<file path="config.mk">
export PLATFORM = sky130hd
export DESIGN_NAME = bit_deserializer
export DESIGN_NICKNAME = d
export VERILOG_FILES = /design/src/rtl/bit_deserializer.sv
export SDC_FILE = /design/constraint.sdc
export NUM_CORES = 1
export LEC_CHECK = 0
export BUFFER_PORTS_ARGS = -buffer_cell sky130_fd_sc_hd__buf_2
export CAP_MARGIN = 5
export CORE_MARGIN = 2
export CORE_UTILIZATION = 45
export CTS_CLUSTER_DIAMETER = 80
export CTS_CLUSTER_SIZE = 25
export DETAILED_ROUTE_END_ITERATION = 7
export PLACE_DENSITY = 0.65
export REMOVE_ABC_BUFFERS = 1
export SYNTH_ARGS = -nofsm -noshare
export SYNTH_HDL_FRONTEND = slang
export SYNTH_SLANG_ARGS = --single-unit
</file>
<file path="constraint.sdc">
create_clock -name clock -period 2.72 [get_ports clock]
set_input_delay 0.68 -clock clock [delete_from_list [all_inputs] [get_ports clock]]
set_output_delay 0.68 -clock clock [all_outputs]
set_load 0.05 [all_outputs]
</file>
<file path="src/rtl/bit_deserializer.sv">
// bit_deserializer: LSB-first serial-to-parallel word assembler feeding an output FIFO
// Ports:
//   clock, reset           single clock, synchronous active-high reset
//   in_valid, in_bit       serial input bit and its qualifier
//   flush                  push the partial word (zero-padded) when one is pending
//   out_data, out_valid    head-of-FIFO word, FIFO not empty
//   out_ready              consumer accepts head word
//   out_parity             XOR of head word (stored at push) when BIT_DESERIALIZER_PARITY_EN, else 0
//   overflow               sticky, set when a word is dropped on a full FIFO
// Optional feature macro: BIT_DESERIALIZER_PARITY_EN
module bit_deserializer #(
  parameter int WIDTH = 8,
  parameter int DEPTH = 4
) (
  input  logic             clock,
  input  logic             reset,
  input  logic             in_valid,
  input  logic             in_bit,
  input  logic             flush,
  output logic [WIDTH-1:0] out_data,
  output logic             out_valid,
  input  logic             out_ready,
  output logic             out_parity,
  output logic             overflow
);
  localparam int CW = $clog2(WIDTH);
  localparam int AW = $clog2(DEPTH);
  localparam logic [CW-1:0] LAST = CW'(WIDTH - 1);
  logic [CW-1:0] cnt;
  logic [WIDTH-1:0] sr, word;
  logic [AW:0] wp, rp;
  logic push, pop, full, empty, wr;
`ifdef BIT_DESERIALIZER_PARITY_EN
  logic [WIDTH:0] mem [DEPTH];
  logic [WIDTH:0] entry;
  assign entry = {^word, word};
  assign out_parity = !empty && mem[rp[AW-1:0]][WIDTH];
`else
  logic [WIDTH-1:0] mem [DEPTH];
  logic [WIDTH-1:0] entry;
  assign entry = word;
  assign out_parity = 1'b0;
`endif
  // word already includes the current bit so a flush or final bit pushes it in the same edge
  always_comb begin
    word = in_valid ? sr | (WIDTH'(in_bit) << cnt) : sr;
    push = (in_valid && cnt == LAST) || (flush && (in_valid || cnt != '0));
    empty = wp == rp;
    full = (wp[AW] != rp[AW]) && (wp[AW-1:0] == rp[AW-1:0]);
    pop = !empty && out_ready;
    wr = push && (!full || pop);
  end
  assign out_valid = !empty;
  assign out_data = empty ? '0 : mem[rp[AW-1:0]][WIDTH-1:0];
  always_ff @(posedge clock) begin
    if (reset) begin
      cnt <= '0;
      sr <= '0;
      wp <= '0;
      rp <= '0;
      overflow <= 1'b0;
    end else begin
      if (push) begin
        cnt <= '0;
        sr <= '0;
      end else if (in_valid) begin
        cnt <= cnt + CW'(1);
        sr <= word;
      end
      if (wr) wp <= wp + (AW+1)'(1);
      if (pop) rp <= rp + (AW+1)'(1);
      if (push && !wr) overflow <= 1'b1;
    end
  end
  // on a full FIFO with a pop, the write slot is the head being popped this edge
  always_ff @(posedge clock)
    if (!reset && wr) mem[wp[AW-1:0]] <= entry;
endmodule
</file>
Yosys cells after proc, flatten, opt, wreduce, memory -nomap -nowiden
Memories as Yosys holds them, arrays and structs flattened. A register that Yosys moved wholly into a read port is not among the register bits.
Cells that the tools add are included.
{"block": "totals", "out_inout_bits": 11, "word_cells": 37, "mem_bits_rw": 32, "mem_count": 1, "ff_bits": 18, "inputBits": 6, "romBits": 0, "latch_bits": 0}
{"block": "classes", "eq_ne": 4, "n_div": 0, "n_lt_le_gt_ge": 0, "addsub": 3, "reduce_logical": 16, "mux": 6, "bitwise_logic": 1, "shifts": 1, "multipliers": 0}
{"memory": "mem", "depth": 4, "word_bits": 8, "read_ports": 1, "rd_ports_with_merged_regs": 1, "write_ports": 1, "line_no": "39", "text": "logic [WIDTH-1:0] mem [DEPTH];"}
{"op": "8-bit two-way mux", "n": 2}
{"op": "3-bit by 1-bit adder with 3-bit output (second input constant)", "n": 3}
{"op": "8-bit bitwise OR", "n": 1}
{"op": "1-bit by 3-bit << shifter with 8-bit output", "n": 1}
{"op": "1-bit logical AND", "n": 7}
{"op": "1-bit zero test", "n": 4}
{"op": "2-bit two-way mux", "n": 2}
{"op": "3-bit == test", "n": 1}
{"op": "3-bit == test (second input constant)", "n": 1}
{"op": "1-bit logical OR", "n": 3}
{"op": "3-bit nonzero test", "n": 1}
{"op": "2-bit == test", "n": 1}
{"op": "1-bit two-way mux", "n": 2}
{"op": "2-bit OR reduction", "n": 1}
{"op": "1-bit inequality test", "n": 1}

Depth between registers and ports, before layout
Gate-level depths: netlist of the first run.
{"block": "logic_depth", "depth_word": 8, "mapped_depth": 8, "mapped_depth_nobuf": 6}

Worst setup path after synthesis of the first run
No wires, ideal clock.
{"block": "synth_timing", "path_kind": "register to register", "start": "register cnt[0]", "end": "memory mem[1][0] (enable)", "path_stages_with_launch": 9, "slack_ps": 253, "arrival_time_ps": 2082, "n_path_buf": 2, "required_time_ps": 2335, "setup_ps": 385, "synth_period_minus_slack_ps": 2467, "path_cell_list": "dfxtp_1 clkbuf_1 inv_1 ha_1 or3b_1 nand2_1 or2_1 buf_6 nor3b_1"}
{"block": "synth_between", "elab_chain_cells": 8, "elab_cells_between_ends": 10, "classes_between": "1 x eq/ne; 2 x mux; 7 x reduce/logical"}
{"element": "start: declaration", "line_no": "29", "text": "logic [CW-1:0] cnt;"}
{"element": "start signal: assignment", "line_no": "67", "text": "cnt <= cnt + CW'(1);"}
{"element": "3-bit nonzero test", "line_no": "47", "text": "push = (in_valid && cnt == LAST) || (flush && (in_valid || cnt != '0));"}
{"element": "1-bit logical OR", "line_no": "47"}
{"element": "1-bit logical AND", "line_no": "47"}
{"element": "1-bit logical OR *", "line_no": "47"}
{"element": "1-bit logical AND *", "line_no": "51", "text": "wr = push && (!full || pop);"}
{"element": "1-bit logical AND *", "line_no": "77", "text": "if (!reset && wr) mem[wp[AW-1:0]] <= entry;"}
{"element": "1-bit two-way mux *", "line_no": "77"}
{"element": "1-bit two-way mux (implied by the code) *", "line_no": "77"}
{"element": "end: declaration", "line_no": "39"}
Every way passes the cells marked *; elsewhere a longest branch is shown, timed or not.

Worst setup path in the final report of the first run
{"block": "layout_timing", "start": "register wp[0]", "end": "output port out_data[0]"}
{"block": "layout_between", "elab_chain_cells": 2}
{"element": "start: declaration", "line_no": "31", "text": "logic [AW:0] wp, rp;"}
{"element": "start signal: assignment", "line_no": "70", "text": "if (wr) wp <= wp + (AW+1)'(1);"}
{"element": "3-bit == test", "line_no": "48", "text": "empty = wp == rp;"}
{"element": "8-bit two-way mux", "line_no": "54", "text": "assign out_data = empty ? '0 : mem[rp[AW-1:0]][WIDTH-1:0];"}
{"element": "end: declaration", "line_no": "20", "text": "output logic [WIDTH-1:0] out_data,"}
Every way passes these cells.

==> results of run 1 <==
==> worst paths after layout <==
| check | start | end | depth (start not counted) | slack, ns |
|---|---|---|---|---|
| worst max-delay path | wp[0] | out_data[0] | 4 | 0.21 |
| worst min-delay path | overflow | overflow | 2 | 0.50 |
| worst max register to register | cnt[0] | mem[1][6] | 7 | 0.53 |
| worst min register to register | overflow | overflow | 2 | 0.50 |
==> per-layer routing <==
layer	routed length [um]	share of wire, %	vias up
met5	0	0	-
met4	51	1.5	0
met3	155	4.5	6
met2	1630	47	24
met1	1630	47	563
li1	-	-	588
==> registers in the layout (all words and copies together) (netlist names), named ones only <==
register / cells
rp: 3
sr: 8
cnt: 3
mem: 32
wp: 3
overflow: 1
==> worst register-to-register path, stage by stage (launching register included) <==
cell and delay [ns]:
dfxtp_1 0.51, ha_1 0.22, ha_1 0.15, a21o_1 0.13, nand2_1 0.10, or2_1 0.33
nor3b_1 0.25, buf_4 0.23
==> power by group <==
part           internal, mW  switching [mW]
clock                 0.180           0.243
combinational         0.118           0.227
sequential            0.856          0.0387
total                  1.15           0.509
==> kinds of logic (layout without fill, tap and decap cells) <==
family	after synthesis	in the layout	share of synthesized area [%]
other cells	1	1	0.169
buf+inv	15	34	3.49
mux	12	12	10.1
xor+xnor	5	5	2.65
flops	52	52	61.3
fa+ha+maj	8	8	4.51
simple gates	44	44	12.4
compound gates	17	17	5.35
==> metrics by stage <==
step | setup WS [ns] | power, mW
after floorplan | 0.398 | 1.18
after global placement | 0.235 | 1.25
after detailed placement | 0.129 | 1.26
after CTS | 0.0493 | 1.68
after global routing | 0.0564 | 1.74
final | 0.207 | 1.66
==> synthesized netlist by cell type (2+ instances only) <==
library cell,count
nor2_1,10
clkbuf_1,3
mux4_2,8
mux2i_1,3
and2b_1,2
xor2_2,2
ha_1,8
a21oi_1,2
nor3b_1,5
nand2b_1,2
buf_2,2
a31o_2,4
a21o_1,5
xor2_1,2
edfxtp_1,32
o31ai_1,2
buf_6,2
inv_1,7
dfxtp_1,20
nor2b_1,15
nor3_1,2
and3_1,2
o21ai_0,3
==> final cells by class <==
type / count / area, um2
inverters: 7 / 26.3
clock buffers: 5 / 68.8
fillers: 425 / 2300
clock inverters: 3 / 18.8
multi-input cells: 87 / 787
well taps: 67 / 83.8
repair buffers: 19 / 105
flip-flops and latches: 52 / 1360
==> timing repair <==
| item | CTS | global route |
|---|---|---|
| gates cloned | 0 | 0 |
| setup buffers | 0 | 0 |
| resized for setup | 1 | 1 |
| endpoints found under the setup margin | 9 | 2 |
==> flow_metrics.env, run 1 <==
export IMPL_outcome="finished clean"
export IMPL_drc=0
export IMPL_fin_area_um2=2450
export IMPL_hold_class="flop to flop"
export IMPL_synth_seq_area_share_pct=61.3
export IMPL_grt_max_degree=17
export IMPL_ant_nets=0
export IMPL_final_common_cell="edfxtp_1"
export IMPL_route_vias_total=1181
export IMPL_h_tree_depth=2
export IMPL_cap_violations=0
export IMPL_dp_hpwl_mm=2.46
export IMPL_slowest_delay_ns=0.49
export IMPL_cts_buffers=5
export IMPL_timing_fmax_mhz=398
export IMPL_syn_cell_area_um2=2220
export IMPL_cp_top_family="simple AND/OR/NAND/NOR gates"
export IMPL_wirelength_mm=3.46
export IMPL_syn_mean_instance_area_um2=14.4
export IMPL_core_area_um2=4750
export IMPL_crit_path_max_fanout=9
export IMPL_place_area_um2=2360
export IMPL_cts_tree="built"
export IMPL_route_detailed_wl_per_inst_um=14.4
export IMPL_clk_latency_ns=0.30
export IMPL_start_kind="flop"
export IMPL_antennaDiodeCount=0
export IMPL_period_minus_slack_ns=2.51
export IMPL_skew_ns=0.00464
export IMPL_layout_common_cells="edfxtp_1 (32), dfxtp_1 (19), nor2b_1 (15), buf_2 (15), nor2_1 (10)"
export IMPL_vias_per_cell=4.92
export IMPL_synth_async_reset_ratio_pct=0
export IMPL_start_util_pct=46.7
export IMPL_finalSetupTns_ns=0
export IMPL_clockBufferDepth=2
export IMPL_grtUsageMet2_pct=23.0
export IMPL_cts_sink_count=52
export IMPL_dieArea_um2=5510
export IMPL_met3_usage_pct=4.20
export IMPL_hold_violations=0
export IMPL_critPathBufInv=1
export IMPL_yosys_warnings=0
export IMPL_rsz0062_at_grt="no"
export IMPL_antenna_found_initial=0
export IMPL_io_pins=17
export IMPL_fp_row_count=25
export IMPL_crit_type="flop to output port"
export IMPL_p_leak_nw=0.979
export IMPL_cp_data_arrival_time_ns=1.83
export IMPL_critical_path_required_ns=2.04
export IMPL_synth_flop_cell="edfxtp_1"
export IMPL_clk_pin_slew_worst_paths_ns=0.09
export IMPL_synth_top_area_share_pct=43.3
export IMPL_dr_pass1_iters=4
export IMPL_postSynthCellCount=154
export IMPL_area_delta_synth_final_pct=10.4
export IMPL_setup_viol=0
export IMPL_hold_ws_ns=0.501
export IMPL_overflow=0
export IMPL_die_h_um=74.3
export IMPL_crit_slowest_cell="nor3_2"
export IMPL_synth_edf_count=32
export IMPL_cts_root_buf="clkbuf_8"
export IMPL_grt_pass1_wl_mm=5.56
export IMPL_met1_usage_pct=17.9
export IMPL_maxSlewViolCount=0
export IMPL_period_share_pct=92.4
export IMPL_utilization_pct=51.6
export IMPL_crit_chain="xor2_2 > nor3_2 > and2b_1 > buf_2"
export IMPL_end_kind="output port"
export IMPL_ys_ff_latch=52
export IMPL_portBuffers=15
export IMPL_synth_top_area_cell="edfxtp_1"
export IMPL_drt_iter0_markers=53
export IMPL_place_inst=232
export IMPL_ir_drop_v=0.000254
export IMPL_place_gp_congestion=0.807
export IMPL_relSlewSlack_pct=63.0
export IMPL_nets=186
export IMPL_drive_gt1_share_pct=26.0
export IMPL_pwr_density_cell_nw_per_um2=678
export IMPL_grt_usage_pct=14.0
export IMPL_fin_cells=240
export IMPL_synth_area_top_cells="edfxtp_1 (43%), dfxtp_1 (18%), mux4_2 (8.1%), ha_1 (4.5%), nor2b_1 (4.2%)"
export IMPL_die_w_um=74.3
export IMPL_ctsHoldBuffers=0
export IMPL_synthDistinctLibCells=34
export IMPL_worstMarginPinSlew_ns=0.553
export IMPL_busiest_layer="met2"
export IMPL_grt_pass1_vias=1153
(Power assumes the default switching activity.)
==> inputs of run 2 (changes only) <==
- CORE_UTILIZATION: 45 -> 25
- PLACE_DENSITY: 0.65 -> 0.42
- SLEW_MARGIN: unset -> 20
==> flow_metrics.env, run 2 (synthesis gave the netlist of run 1 again) <==
export IMPL_multiInputGateArea_um2=793
export IMPL_vias_per_cell=4.29
export IMPL_cts_sink_count=52
export IMPL_cts_root_buf="clkbuf_8"
export IMPL_hold_class="flop to flop"
export IMPL_nFillCells=902
export IMPL_fin_area_um2=2510
export IMPL_switchingPower_mw=0.535
export IMPL_critical_path_required_ns=2.04
export IMPL_pwr_share_seq_pct=52.8
export IMPL_place_area_um2=2410
export IMPL_clk_pin_slew_worst_paths_ns=0.10
export IMPL_hold_ws_ns=0.482
export IMPL_skew_ns=0.00400
export IMPL_largest_register_ffs=32
export IMPL_layout_common_cells="edfxtp_1 (32), dfxtp_1 (19), nor2b_1 (15), buf_2 (15), nor2_1 (10)"
export IMPL_crit_path_max_fanout=8
export IMPL_p_int_mw=1.16
export IMPL_grt_usage_pct=9.02
export IMPL_cap_violations=0
export IMPL_ant_nets=0
export IMPL_ir_drop_v=0.000227
export IMPL_outcome="finished clean"
export IMPL_end_kind="output port"
export IMPL_place_gp_congestion=0.741
export IMPL_start_util_pct=25.6
export IMPL_io_pins=17
export IMPL_grt_pass1_wl_mm=6.51
export IMPL_cts_setup_buffers=0
export IMPL_crit_chain="mux4_2 > nor2b_1 > buf_2"
export IMPL_drive_gt1_share_pct=26.0
export IMPL_grt_pass1_vias=1248
export IMPL_start_kind="flop"
export IMPL_drt_iter0_markers=30
export IMPL_cp_top_family="multiplexers"
export IMPL_relSlewSlack_pct=63.0
export IMPL_clk_latency_ns=0.30
export IMPL_cts_tree="built"
export IMPL_h_tree_depth=2
export IMPL_dr_pass1_iters=4
export IMPL_route_detailed_wl_per_inst_um=14.2
export IMPL_maxSlewViolCount=0
export IMPL_crit_type="flop to output port"
export IMPL_die_w_um=98.3
export IMPL_nets=186
export IMPL_antennaDiodeCount=0
export IMPL_swShare_pct=31.5
export IMPL_hold_violations=0
export IMPL_finalSetupTns_ns=0
export IMPL_area_delta_synth_final_pct=13.2
export IMPL_clockBufferDepth=2
export IMPL_fin_ws_ns=0.294
export IMPL_dp_hpwl_mm=2.89
export IMPL_seq_area_um2=1360
export IMPL_period_minus_slack_ns=2.43
export IMPL_worstMarginPinSlew_ns=0.550
export IMPL_route_vias_total=1206
export IMPL_wirelength_mm=4.00
export IMPL_pwr_density_cell_nw_per_um2=675
export IMPL_antenna_found_initial=0
export IMPL_die_h_um=98.3
export IMPL_portBuffers=15
export IMPL_overflow=0
export IMPL_setup_viol=0
export IMPL_place_ws_ns=0.0651
export IMPL_drc=0
export IMPL_ctsHoldBuffers=0
export IMPL_core_area_um2=8680
export IMPL_crit_slowest_cell="mux4_2"
export IMPL_p_clk_share_pct=26.3
export IMPL_fp_row_count=34
export IMPL_timing_fmax_mhz=412
export IMPL_final_common_cell="edfxtp_1"
export IMPL_cp_data_arrival_time_ns=1.75
export IMPL_grt_max_degree=18
export IMPL_pwr_share_comb_pct=20.9
export IMPL_cts_buffers=5
export IMPL_slowest_delay_ns=0.56
export IMPL_p_leak_nw=0.982
export IMPL_period_share_pct=89.2
export IMPL_rsz0062_at_grt="no"
export IMPL_critPathBufInv=1
export IMPL_dieArea_um2=9650
-- run 2: changes by cell type in the layout (fill, tap and decap cells not counted) --
cell / previous run / this run
clkinv_2: 2 / 1
nor3_4: 0 / 1
inv_6: 0 / 1
nor3_2: 1 / 0
-- run 2: worst reg2reg max path, delay by kind of cell, from the launching register on --
kind	cells	cell delay, ns
buf+inv	1	0.22
fa+ha+maj	2	0.35
compound gates	1	0.13
simple gates	3	0.66
flops	1	0.52
-- run 2: stage by stage --
| stage | utilization, % | power, mW | cells |
|---|---|---|---|
| after global routing | 29.0 | 1.78 | 281 |
| after detailed placement | 27.8 | 1.27 | 273 |
| after CTS | 28.9 | 1.72 | 281 |
| after global placement | 27.8 | 1.26 | 273 |
| after floorplan | - | 1.18 | 146 |
| final | 29.0 | 1.70 | 281 |
-- run 2: repair_timing --
item | 4_1_cts | 5_1_grt
setup endpoints to repair | 9 | 2
gates resized for setup | 2 | 1
cloned | 0 | 0
-- run 2: area by class of cell --
| cell class | instances | share of cell area (%) |
|---|---|---|
| inverter | 7 | 1.05 |
| sequential | 52 | 54.2 |
| tap | 108 | 5.38 |
| clock inverter | 3 | 0.896 |
| timing repair buffer | 19 | 4.18 |
| multi-input combinational | 87 | 31.6 |
| clock buffer | 5 | 2.74 |
-- run 2: power groups by stage --
stage                     registers, mW  logic [mW]  clock network, mW
after floorplan                   0.904       0.272                  0
after global placement            0.915       0.349                  0
after detailed placement          0.918       0.351                  0
after CTS                         0.900       0.355              0.468
after global routing              0.906       0.384              0.495
final                             0.896       0.354              0.446
-- run 2: per-layer routing --
layer | up-vias | routed length (um) | GRT usage [%] | share of wire, %
li1 | 588 | - | - | -
met1 | 598 | 1850 | 10.7 | 46
met2 | 18 | 1950 | 15.2 | 49
met3 | 2 | 142 | 2.79 | 3.6
met4 | 0 | 47 | 3.79 | 1.2
met5 | - | 0 | 0 | 0
-- run 2: path summary, 6_finish.rpt --
kind | depth (start not counted) | start | endpoint | slack (ns)
worst min register to register | 2 | overflow | overflow | 0.48
worst max register to register | 7 | cnt[0] | mem[1][6] | 0.56
worst max-delay path | 3 | flop | out_data[2] | 0.29
worst min-delay path | 2 | overflow | overflow | 0.48
